$ cat config.mk
export PLATFORM = sky130hd
export DESIGN_NAME = lfsr_period_monitor_flat
export DESIGN_NICKNAME = d
export VERILOG_FILES = /design/src/rtl/lfsr_pkg.sv /design/src/rtl/lfsr_period_monitor_if.sv /design/src/rtl/lfsr_cycle_counter.sv /design/src/rtl/lfsr_period_monitor.sv /design/src/flat_wrapper.sv
export SDC_FILE = /design/constraint.sdc
export NUM_CORES = 1
export LEC_CHECK = 0
export CAP_MARGIN = 25
export CORE_ASPECT_RATIO = 1.5
export CORE_MARGIN = 2
export CORE_UTILIZATION = 50
export CTS_CLUSTER_SIZE = 20
export DETAILED_ROUTE_END_ITERATION = 8
export GPL_TIMING_DRIVEN = 0
export PLACE_DENSITY = 0.78
export SYNTH_ARGS = -nofsm -noshare
export SYNTH_HDL_FRONTEND = slang
export SYNTH_HIERARCHICAL = 1
export SYNTH_SLANG_ARGS = --single-unit
$ cat constraint.sdc
create_clock -name clock -period 2.6 [get_ports clock]
set_input_delay 0.52 -clock clock [delete_from_list [all_inputs] [get_ports clock]]
set_output_delay 0.52 -clock clock [all_outputs]
set_load 0.1 [all_outputs]
$ cat src/rtl/lfsr_pkg.sv
// Shared definitions for the LFSR, its period monitor and their benches.
package lfsr_pkg;

  localparam int DEFAULT_WIDTH = 8;

  typedef enum logic [1:0] {
    S_IDLE    = 2'd0,
    S_CAPTURE = 2'd1,
    S_COUNT   = 2'd2,
    S_DONE    = 2'd3
  } state_t;

  // Period of a maximal-length LFSR of the given width: 2^width - 1.
  function automatic longint unsigned max_period(input int unsigned width);
    return (64'd1 << width) - 64'd1;
  endfunction

endpackage

$ cat src/rtl/lfsr_period_monitor_if.sv
// Sample stream in, measurement results out, for lfsr_period_monitor.
interface lfsr_period_monitor_if #(
  parameter int WIDTH = lfsr_pkg::DEFAULT_WIDTH
) ();

  // Handshake: sample is consumed on every rising edge where sample_valid=1;
  // there is no ready, the monitor always accepts. start is a one-cycle pulse.
  logic             start;
  logic             sample_valid;
  logic [WIDTH-1:0] sample;
  logic             busy;
  logic             done;
  logic [WIDTH:0]   period;
  logic             maximal;
  logic             stuck;
  logic             timeout;

  modport master (
    output start, sample_valid, sample,
    input  busy, done, period, maximal, stuck, timeout
  );

  modport slave (
    input  start, sample_valid, sample,
    output busy, done, period, maximal, stuck, timeout
  );

endinterface

$ cat src/rtl/lfsr_cycle_counter.sv
// WIDTH+1-bit sample counter with clear/enable; flags when the next count reaches 2^WIDTH.
module lfsr_cycle_counter
  import lfsr_pkg::*;
#(
  parameter int WIDTH = DEFAULT_WIDTH
) (
  input  logic           clock,
  input  logic           reset,
  input  logic           clear,
  input  logic           enable,
  output logic [WIDTH:0] count_next,
  output logic           terminal
);

  localparam logic [WIDTH:0] TERMINAL_COUNT = {1'b1, {WIDTH{1'b0}}};

  logic [WIDTH:0] count_q;

  assign count_next = count_q + {{WIDTH{1'b0}}, 1'b1};
  assign terminal   = (count_next == TERMINAL_COUNT);

  always_ff @(posedge clock) begin
    if (reset || clear) begin
      count_q <= '0;
    end else if (enable) begin
      count_q <= count_next;
    end
  end

endmodule

$ cat src/rtl/lfsr_period_monitor.sv
// Captures a reference LFSR word, counts valid samples until it recurs and
// reports the period, or flags lock-up / no recurrence within 2^WIDTH samples.
module lfsr_period_monitor
  import lfsr_pkg::*;
#(
  parameter int WIDTH = DEFAULT_WIDTH
) (
  input  logic                 clock,
  input  logic                 reset,
  lfsr_period_monitor_if.slave mon,
  output state_t               state_dbg
);

  localparam logic [WIDTH:0] MAX_PERIOD = (WIDTH + 1)'(max_period(WIDTH));

  state_t           state_q;
  logic [WIDTH-1:0] ref_q;
  logic [WIDTH-1:0] prev_q;
  logic             busy_q;
  logic             done_q;
  logic [WIDTH:0]   period_q;
  logic             maximal_q;
  logic             stuck_q;
  logic             timeout_q;

  logic [WIDTH:0]   count_next;
  logic             terminal;
  logic             hit_ref;
  logic             hit_prev;
  logic             cnt_clear;
  logic             cnt_enable;

  assign hit_ref  = (mon.sample == ref_q);
  assign hit_prev = (mon.sample == prev_q);

  // The counter only advances on a COUNT sample that does not end the measurement.
  assign cnt_clear  = mon.start || (state_q == S_CAPTURE && mon.sample_valid);
  assign cnt_enable = !mon.start && (state_q == S_COUNT) && mon.sample_valid &&
                      !hit_ref && !hit_prev && !terminal;

  lfsr_cycle_counter #(.WIDTH(WIDTH)) u_counter (
    .clock      (clock),
    .reset      (reset),
    .clear      (cnt_clear),
    .enable     (cnt_enable),
    .count_next (count_next),
    .terminal   (terminal)
  );

  always_ff @(posedge clock) begin
    if (reset) begin
      state_q   <= S_IDLE;
      ref_q     <= '0;
      prev_q    <= '0;
      busy_q    <= 1'b0;
      done_q    <= 1'b0;
      period_q  <= '0;
      maximal_q <= 1'b0;
      stuck_q   <= 1'b0;
      timeout_q <= 1'b0;
    end else if (mon.start) begin
      state_q   <= S_CAPTURE;
      busy_q    <= 1'b1;
      done_q    <= 1'b0;
      period_q  <= '0;
      maximal_q <= 1'b0;
      stuck_q   <= 1'b0;
      timeout_q <= 1'b0;
    end else begin
      case (state_q)
        S_CAPTURE: begin
          if (mon.sample_valid) begin
            ref_q  <= mon.sample;
            prev_q <= mon.sample;
            if (mon.sample == '0) begin
              stuck_q  <= 1'b1;
              period_q <= '0;
              busy_q   <= 1'b0;
              done_q   <= 1'b1;
              state_q  <= S_DONE;
            end else begin
              state_q <= S_COUNT;
            end
          end
        end
        S_COUNT: begin
          if (mon.sample_valid) begin
            if (hit_ref) begin
              period_q  <= count_next;
              maximal_q <= (count_next == MAX_PERIOD);
              busy_q    <= 1'b0;
              done_q    <= 1'b1;
              state_q   <= S_DONE;
            end else if (hit_prev) begin
              // Fixed point: the stream can never return to the reference.
              stuck_q  <= 1'b1;
              period_q <= '0;
              busy_q   <= 1'b0;
              done_q   <= 1'b1;
              state_q  <= S_DONE;
            end else if (terminal) begin
              timeout_q <= 1'b1;
              period_q  <= '0;
              busy_q    <= 1'b0;
              done_q    <= 1'b1;
              state_q   <= S_DONE;
            end else begin
              prev_q <= mon.sample;
            end
          end
        end
        default: ;
      endcase
    end
  end

  assign mon.busy    = busy_q;
  assign mon.done    = done_q;
  assign mon.period  = period_q;
  assign mon.maximal = maximal_q;
  assign mon.stuck   = stuck_q;
  assign mon.timeout = timeout_q;
  assign state_dbg   = state_q;

endmodule

$ cat src/flat_wrapper.sv
// flat-port wrapper written by rule: the top's interface ports become plain ports
module lfsr_period_monitor_flat import lfsr_pkg::*;
#(
  parameter int WIDTH = DEFAULT_WIDTH
)
  (clock, reset, state_dbg, mon_start, mon_sample_valid, mon_sample, mon_busy, mon_done, mon_period, mon_maximal, mon_stuck, mon_timeout);
  lfsr_period_monitor_if #(.WIDTH(WIDTH)) mon_i ();
  input  logic clock;
  input  logic reset;
  output state_t state_dbg;
  input wire logic [$bits(mon_i.start)-1:0] mon_start;
  input wire logic [$bits(mon_i.sample_valid)-1:0] mon_sample_valid;
  input wire logic [$bits(mon_i.sample)-1:0] mon_sample;
  output wire logic [$bits(mon_i.busy)-1:0] mon_busy;
  output wire logic [$bits(mon_i.done)-1:0] mon_done;
  output wire logic [$bits(mon_i.period)-1:0] mon_period;
  output wire logic [$bits(mon_i.maximal)-1:0] mon_maximal;
  output wire logic [$bits(mon_i.stuck)-1:0] mon_stuck;
  output wire logic [$bits(mon_i.timeout)-1:0] mon_timeout;
  assign mon_i.start = mon_start;
  assign mon_i.sample_valid = mon_sample_valid;
  assign mon_i.sample = mon_sample;
  assign mon_busy = mon_i.busy;
  assign mon_done = mon_i.done;
  assign mon_period = mon_i.period;
  assign mon_maximal = mon_i.maximal;
  assign mon_stuck = mon_i.stuck;
  assign mon_timeout = mon_i.timeout;
  lfsr_period_monitor #(.WIDTH(WIDTH)) u_core (.clock(clock), .reset(reset), .mon(mon_i), .state_dbg(state_dbg));
endmodule
* Yosys cells after proc, flatten, opt, wreduce, memory -nomap -nowiden
Index checks and enable logic that the tools add are counted.
W data, S select, Z words.
** Word-level totals
- Input bits :: 12
- Logic and storage cells :: 98
- Register bits :: 41
** Cells by class
- Equality and inequality tests :: 18
- Bitwise logic cells :: 3
- Mux-type cells :: 40
- Reductions and logical operators :: 25
- Add/sub/neg operators :: 1
** Operator list (count)
- $mux W9 :: 6
- $mux W8 :: 5
- $mux W1 :: 18
- $pmux W9 S2 :: 1
- $eq A8 B8 Y1 :: 2
- $pmux W8 S2 :: 1
- $reduce_and A5 Y1 :: 3
- $ne A2 B2 Y1 const B :: 6
- $mux W2 :: 5
- $add A9 B1 Y9 const B :: 1
- $eq A9 B8 Y1 const B :: 1
- $eq A9 B9 Y1 const B :: 1
- $ne A3 B3 Y1 const B :: 3
- $logic_not A8 Y1 :: 1
- $reduce_and A4 Y1 :: 2
- $reduce_and A7 Y1 :: 1
- $logic_and A1 B1 Y1 :: 6
- $pmux W1 S2 :: 3
- $reduce_and A3 Y1 :: 2
- $reduce_and A6 Y1 :: 1
- $ne A5 B2 Y1 const B :: 1
- $logic_not A1 Y1 :: 4
- $ne A4 B1 Y1 const B :: 1
- $pmux W2 S2 :: 1
- other kinds (8) :: 11

* Logic depth before layout (Yosys ltp)
Gate-level depths: netlist (run 1).
- Word-level depth :: 8
- Gate-level depth with buffers :: 15
- Mapped depth without buffers :: 12

* By module
Netlist (run 1), hierarchy kept.
** Modules (own cells, without submodules)
- lfsr_period_monitor :: area each 1722.9 sq um, sequential area each 640.6 sq um, times used 1, cells each 188
- lfsr_cycle_counter :: area each 641.9 sq um, sequential area each 180.2 sq um, times used 1, cells each 77

* Least setup slack after synthesis (run 1)
Ideal clock, no wire load.
- Path kind :: reg2reg
- Start :: register u_core.state_q[1], in the netlist u_core/state_dbg[1]
- End :: register u_core.u_counter.count_q[8]
- Arrival :: 2.926 ns
- Path slack :: -0.452 ns
- Cell stages (with the launch flop) :: 11
- Buffers on the path :: 2
- Setup time :: 0.126 ns
- Cells stage by stage :: dfxtp_1 ha_1 a21boi_1 nand2_1 buf_2 nor3_1 buf_2 inv_1 nor4_1 xnor2_1 nor2_1
** Between the ends
- Longest elaborated chain between the ends :: 6
- Elaborated cells on any way between the ends :: 10
** RTL lines
- start, declared :: RTL line lfsr_period_monitor.sv:16 : state_t state_q;
- start signal, assigned :: RTL line lfsr_period_monitor.sv:52 : state_q <= S_IDLE;
- start signal, assigned :: RTL line lfsr_period_monitor.sv:62 : state_q <= S_CAPTURE;
- start signal, assigned :: RTL line lfsr_period_monitor.sv:80 : state_q <= S_DONE;
- $eq A2 B2 Y1 :: RTL line lfsr_period_monitor.sv:38 : assign cnt_enable = !mon.start && (state_q == S_COUNT) && mon.sample_valid &&
- $logic_and A1 B1 Y1 (3 in a row) :: RTL line lfsr_period_monitor.sv:38
- $logic_and A1 B1 Y1 (2 in a row) :: RTL line lfsr_period_monitor.sv:39 : !hit_ref && !hit_prev && !terminal;
- via u_core.cnt_enable :: RTL line lfsr_period_monitor.sv:31 : logic cnt_enable;
- end signal, assigned :: RTL line lfsr_cycle_counter.sv:26 : count_q <= count_next;
- end, declared :: RTL line lfsr_cycle_counter.sv:17 : logic [WIDTH:0] count_q;
The timed path passes the listed nets, and every way through them passes these cells.
A chain may end at the register's enable or synchronous reset.

* Final worst setup path (run 1)
- Start :: input mon_sample[4]
- End :: register u_core.u_counter.count_q[8]
** Between the ends
- Longest elaborated chain between the ends :: 5
- Elaborated cells on any way between the ends :: 7
** RTL lines
- start, declared :: RTL line flat_wrapper.sv:13 : input wire logic [$bits(mon_i.sample)-1:0] mon_sample;
- $eq A8 B8 Y1 :: RTL line lfsr_period_monitor.sv:33 : assign hit_ref = (mon.sample == ref_q);
- $logic_not A1 Y1 :: RTL line lfsr_period_monitor.sv:39
- $logic_and A1 B1 Y1 :: RTL line lfsr_period_monitor.sv:38
- $logic_and A1 B1 Y1 (*) (2 in a row) :: RTL line lfsr_period_monitor.sv:39
- via u_core.cnt_enable :: RTL line lfsr_period_monitor.sv:31
Mark *: on every way through the listed nets, which the timed path passes. The rest lies on a longest branch.

==> summary.txt, run 1 <==
Run status
  – Status: finished, final reports clean

Placement
  – Routability cong.: 0.8765
  – Post-DP HPWL: 3.749 mm
  – Input/output buffers: 27
  – Post-placement cell area: 0.002736 mm2

Floorplanning
  – Die width: 60.15 um
  – Core area: 0.004542 mm2
  – Die Ht: 88.23 um
  – Initial core utilization: 52.07%
  – Row count: 30
  – Die ar.: 0.005307 mm2
  – Number of I/O pins: 28

STA
  – Fin crit share: 96.47%
  – Pins over their slew limit: 0
  – Slew headroom: 34.95%
  – Min cycle time layout: 2.508 ns
  – Worst Skew: 0.006688 ns
  – Hold Fails Final Rpt: 0
  – Hold_ws: 0.4785 ns
  – Tightest Pin Transition: 0.9728 ns
  – Highest Clock Rate: 398.7 MHz
  – Final setup viols: 0

Detailed routing
  – Iter 0 DRT Violations: 123
  – ANT nets after route: 0
  – DR WL/cell: 14.67 um
  – Overall routed net length: 5.428 mm
  – DR vias/cell: 5.449
  – DRC: 0
  – Via count of the routed design: 2016
  – Drt pass-1 iters: 4

Global route
  – Global-route usage over all layers: 21.24%
  – GR Overflow Total: 0
  – Largest net degree at the start of global routing: 13
  – First-pass GRT wire length: 8.604 mm
  – Vias in the first global route: 1913
  – Initial antenna violation count: 0

Synth
  – Synth unique cells: 46
  – Async SR Flop Fraction: 0%
  – Top FF cell, synth: dfxtp_1
  – Post-Syn Area per Cell: 8.924 um2
  – Synthesized area: 0.002365 mm2
  – Syn Nets: 281
  – YS warnings: 6
  – Number of synthesized flops with an enable pin: 0
  – Sequential fraction of the synthesis area: 34.71%
  – Yosys reg bits: 41
  – Post-Synthesis Cells: 265

Worst hold path
  – Hold Crit Class: reg -> reg

Cells and area
  – Seq. cell area: 835.8 um2
  – Final Instance Area: 0.002980 mm2
  – # fillers: 392
  – Layout Nets: 322
  – Share of cells above drive strength 1: 19.28%
  – Commonest non-fill, non-tap cell in the layout: dfxtp_1
  – Antenna cells: 0
  – Commonest cells after routing, fill and taps aside: dfxtp_1, clkdlybuf4s50_1, xor2_1, nor2_1, nand2_1
  – P&R area growth vs syn: 26.03%
  – Multi-input gate area: 0.001483 mm2

Power and ir drop
  – Cell Pwr Density: 458.6 mW/mm2
  – Static leakage: 1.157 nW
  – Peak supply drop: 0.3711 mV

CTS
  – Root buffer cell: clkbuf_8
  – CTS max path bufs: 2
  – CTS tree: yes
  – Worst skew pair latency: 0.29 ns
  – Cts bufs inserted: 5
  – Clock sinks: 41
  – CTS Hold Buffers Added: 0
  – Reg clk slew, reported paths: 0.08 ns
  – H-Tree Depth: 2

Worst setup path
  – Critical path startpoint category: input pin
  – Maximum fanout along the worst path: 6
  – Worst setup EP type: flip-flop
  – Crit path required time: 2.78 ns
  – WS Path Type: in -> reg
  – WP data arrival: 2.68 ns

Run
  – Max-cap violation count: 0
==> cells in the mapped netlist (4+ instances only) <==
| master | instances | area (um2) |
|---|---|---|
| o221ai_2 | 9 | 135.1 |
| inv_1 | 14 | 52.55 |
| dfxtp_1 | 41 | 820.8 |
| clkbuf_1 | 7 | 26.28 |
| nand2b_1 | 17 | 106.4 |
| xor2_1 | 27 | 236.5 |
| nor4_1 | 4 | 25.02 |
| nor2_1 | 23 | 86.33 |
| a21oi_1 | 4 | 20.02 |
| buf_2 | 5 | 25.02 |
| nor3_1 | 4 | 20.02 |
| nand2_1 | 21 | 78.83 |
| mux2i_1 | 18 | 180.2 |
| ha_1 | 4 | 50.05 |
| xnor2_1 | 5 | 43.79 |
| nand3_1 | 14 | 70.07 |
==> routing by layer <==
layer	vias up	GRT usage, %	part of all wire, %
met5	-	0	0
met4	0	7.677	2.3
met3	13	3.947	3.2
met2	43	39.13	56
met1	973	23.51	39
li1	987	-	-
==> kinds of logic (layout without fill, tap and decap cells) <==
kind of cell	count (synthesis)	count (layout)	share of synthesized area [%]
XOR/XNOR	32	32	11.85
adder cells (fa/ha/maj)	4	4	2.116
AO/OA/AOI/OAI	33	33	12.86
buffers and inverters	30	71	6.138
AND/OR/NAND/NOR	106	106	24.23
multiplexers	19	19	8.095
flip-flops	41	41	34.71
==> stage by stage <==
step | setup TNS [ns] | util (%) | setup slack [ns] | instances | total power, mW
after floorplan | 0 | - | 0.005377 | 265 | 0.8066
after detailed placement | -6.439 | 60.25 | -0.6809 | 356 | 0.8701
final | 0 | 65.62 | 0.09185 | 370 | 1.367
after global routing | -0.08370 | 65.62 | -0.03076 | 370 | 1.425
after CTS | 0 | 63.83 | 0.03367 | 367 | 1.376
after global placement | -4.740 | 60.25 | -0.5902 | 356 | 0.8676
==> state kept, by name, indices dropped and copies added, names as in the netlist <==
signal / count
u_core/mon.period: 9
u_core/u_counter/count_q: 9
u_core/prev_q: 8
u_core/ref_q: 8
u_core/state_dbg: 2
u_core/mon.busy: 1
u_core/mon.done: 1
u_core/mon.maximal: 1
u_core/mon.stuck: 1
u_core/mon.timeout: 1
==> power by group <==
| group | switching [mW] | internal [mW] |
|---|---|---|
| Sequential | 0.00993 | 0.639 |
| Combinational | 0.137 | 0.0812 |
| Clock | 0.220 | 0.279 |
| Total | 0.367 | 1.00 |
==> final timing paths <==
| path | endpoint | from | cells after the start | slack (ns) |
|---|---|---|---|---|
| hold / removal | u_core/mon.stuck | u_core/mon.stuck | 1 | 0.48 |
| hold reg to reg | u_core/mon.stuck | u_core/mon.stuck | 1 | 0.48 |
| setup / recovery | u_core/u_counter/count_q[8] | mon_sample[4] | 11 | 0.09 |
| setup reg to reg | u_core/u_counter/count_q[8] | u_core/u_counter/count_q[4] | 12 | 0.10 |
==> worst max-delay path, cell delays in order <==
cell,delay (ns)
clkdlybuf4s50_1,0.60
xor2_1,0.21
nor4_1,0.09
a21boi_2,0.29
nand2_2,0.12
nor3_2,0.18
buf_4,0.15
inv_2,0.05
nor4_4,0.27
xnor2_1,0.15
nor2_1,0.05
==> cell type report <==
type	instances	share of cell area [%]
clock buffers	5	2.309
repair buffers	40	12.47
flip-flops and latches	41	28.04
multi-input cells	194	49.75
plain buffers	10	1.805
clock inverters	2	1.175
well taps	64	2.687
inverters	14	1.763
==> what timing repair did <==
| action | CTS | global route |
|---|---|---|
| buffers inserted | 4 | 9 |
| pin swaps | 1 | 6 |
| cloned | 0 | 0 |
| endpoints found under the setup margin | 9 | 17 |
| resized for setup | 8 | 15 |
No activity file was read; power rests on OpenSTA's default activity.
==> run 2: changes to the inputs <==
--- a/config.mk
+++ b/config.mk
@@ -13,6 +13,7 @@
 export DETAILED_ROUTE_END_ITERATION = 8
 export GPL_TIMING_DRIVEN = 0
 export PLACE_DENSITY = 0.78
+export SETUP_SLACK_MARGIN = 0.02
 export SYNTH_ARGS = -nofsm -noshare
 export SYNTH_HDL_FRONTEND = slang
 export SYNTH_HIERARCHICAL = 1
==> run 2 against run 1 <==
  * First-iteration DRC count down 4.9%
  * Critical path depth up 2
  * Hold slack worse by 0.0021 ns
  * Sequential cell count unchanged
  * Setup slack worse by 0.062 ns
  * Maximum frequency down 2.4%
  * Sequential share of layout area down 0.97 points
==> summary.txt, run 2 (synthesized netlist as in run 1, its figures left out) <==
Power and ir drop
  – Static leakage: 1.225 nW (was 1.157 nW)
  – Design Power: 1.484 mW (was 1.367 mW)
  – Peak supply drop: 0.3309 mV (was 0.3711 mV)
  – Cell Pwr Density: 479.9 mW/mm2 (was 458.6 mW/mm2)

CTS
  – Root buffer cell: clkbuf_8 (unchanged)
  – H-Tree Depth: 2 (unchanged)
  – CTS Hold Buffers Added: 0 (unchanged)
  – Reg clk slew, reported paths: 0.08 ns (about the same)
  – Clock sinks: 41 (unchanged)
  – Cts bufs inserted: 5 (unchanged)
  – CTS tree: yes (unchanged)
  – Worst skew pair latency: 0.29 ns (about the same)
  – CTS max path bufs: 2 (unchanged)

Worst hold path
  – Worst hold start: u_core/mon.stuck (unchanged)
  – Hold Crit Class: reg -> reg (unchanged)

STA
  – Hold_ws: 0.4764 ns (was 0.4785 ns)
  – Min cycle time layout: 2.570 ns (was 2.508 ns)
  – RSZ-0062 raised after global routing: yes
  – Hold Fails Final Rpt: 0 (unchanged)
  – Setup tns final: 0 ns (unchanged)
  – Slew headroom: 34.55% (was 34.95%)
  – Worst Skew: 0.006915 ns (was 0.006688 ns)
  – Fin crit share: 98.84% (was 96.47%)
  – Pins over their slew limit: 0 (unchanged)
  – Final setup viols: 0 (unchanged)
  – Highest Clock Rate: 389.1 MHz (was 398.7 MHz)
  – Tightest Pin Transition: 0.9787 ns (was 0.9728 ns)

Global route
  – Largest net degree at the start of global routing: 14 (was 13)
  – First-pass GRT wire length: 8.342 mm (was 8.604 mm)
  – Vias in the first global route: 1828 (was 1913)
  – Global-route usage over all layers: 20.45% (was 21.24%)
  – Initial antenna violation count: 0 (unchanged)
  – GR Overflow Total: 0 (unchanged)

Worst setup path
  – Reg2reg start: u_core/u_counter/count_q[0] (was u_core/u_counter/count_q[4])
  – Maximum fanout along the worst path: 7 (was 6)
  – Crit path required time: 2.78 ns (about the same)
  – WS Path Type: reg -> reg (was in -> reg)
  – Critical path startpoint category: flip-flop (was input pin)
  – Worst setup EP type: flip-flop (unchanged)
  – WP data arrival: 2.75 ns (was 2.68 ns)
  – Critical Path Start: u_core/u_counter/count_q[0] (was mon_sample[4])

Cells and area
  – Commonest cells after routing, fill and taps aside: dfxtp_1, xor2_1, clkdlybuf4s50_1, nor2_1 (was dfxtp_1, clkdlybuf4s50_1, xor2_1, nor2_1, nand2_1)
  – Final Instance Area: 0.003092 mm2 (was 0.002980 mm2)
  – Multi-input gate area: 0.001493 mm2 (was 0.001483 mm2)
  – Seq. cell area: 837.1 um2 (was 835.8 um2)
  – Commonest non-fill, non-tap cell in the layout: dfxtp_1 (unchanged)
  – Layout Nets: 330 (was 322)
  – Antenna cells: 0 (unchanged)
  – # fillers: 353 (was 392)
  – Share of cells above drive strength 1: 22.54% (was 19.28%)
  – P&R area growth vs syn: 30.74% (was 26.03%)

Floorplanning
  – Die Ht: 88.23 um (unchanged)
  – Die ar.: 0.005307 mm2 (unchanged)
  – Number of I/O pins: 28 (unchanged)
  – Row count: 30 (unchanged)
  – Core area: 0.004542 mm2 (unchanged)
  – Die width: 60.15 um (unchanged)
  – Initial core utilization: 52.07% (unchanged)

Placement
  – Post-DP HPWL: 3.698 mm (was 3.749 mm)
  – Routability cong.: 0.8223 (was 0.8765)
  – Post-placement cell area: 0.002741 mm2 (was 0.002736 mm2)
  – Input/output buffers: 27 (unchanged)

Detailed routing
  – Iter 0 DRT Violations: 117 (was 123)
  – ANT nets after route: 0 (unchanged)
  – Via count of the routed design: 2035 (was 2016)
  – DRC: 0 (unchanged)
  – Drt pass-1 iters: 4 (unchanged)
  – DR vias/cell: 5.369 (was 5.449)
  – DR WL/cell: 14.25 um (was 14.67 um)
  – Overall routed net length: 5.401 mm (was 5.428 mm)

Run
  – Max-cap violation count: 0 (unchanged)

Run status
  – Status: finished, final reports clean (unchanged)
[run 2: cell count changes in the layout (fill, tap and decap cells not counted), sizes merged]
cell and change:
dlymetal6s2s +1, buf +8, clkdlybuf4s50 -1, bufinv +1
[run 2: timing repair]
item,CTS,global route
resized for setup,6,25
setup buffers,5,15
endpoints found under the hold margin,0,0
pin swaps,1,8
setup endpoints to repair,9,17
[run 2: area by class of cell]
type | instances | share of cell area (%)
inverter | 14 | 1.700
multi-input combinational | 194 | 48.28
tap | 64 | 2.590
timing repair buffer | 47 | 13.80
buffer | 11 | 2.226
clock buffer | 5 | 2.226
sequential | 41 | 27.07
clock inverter | 3 | 2.104
[run 2: layer usage]
metal / part of all wire [%] / GRT usage (%) / up-vias
met5: 0 / 0 / -
met4: 1.8 / 6.869 / 0
li1: - / - / 1006
met1: 40 / 23.37 / 973
met3: 3.2 / 3.801 / 11
met2: 55 / 37.15 / 45
[run 2: worst paths after layout]
path,to,slack [ns],cells past startpoint
worst max-delay path,u_core/u_counter/count_q[8],0.03,13
worst min register to register,u_core/mon.stuck,0.48,1
worst max register to register,u_core/u_counter/count_q[8],0.03,13
worst min-delay path,u_core/mon.stuck,0.48,1
[run 2: per-stage QoR]
step                      setup slack [ns]  instances  util, %
after floorplan                    0.02762        265        -
after global placement             -0.5624        356    60.36
after detailed placement           -0.5519        356    60.36
after CTS                          0.01484        369    64.46
after global routing              -0.08470        379    68.07
final                              0.03026        379    68.07
[run 2: power breakdown]
part           leakage, nW  total [mW]  internal [mW]  switching [mW]
logic                0.821       0.222         0.0840           0.138
clock network       0.0681       0.612          0.382           0.230
registers            0.336       0.649          0.639         0.00990
[run 2: worst max-delay path, cell delays in order (launching register included)]
cell and delay [ns]:
dfxtp_4 0.38, ha_4 0.16, buf_6 0.13, and3_4 0.15, and4b_1 0.18, o2111a_2 0.28, a21oi_2 0.17, nand2_2 0.12
nor3_4 0.20, buf_6 0.13, inv_2 0.05, nor4_4 0.29, xnor2_1 0.15, nor2_1 0.05
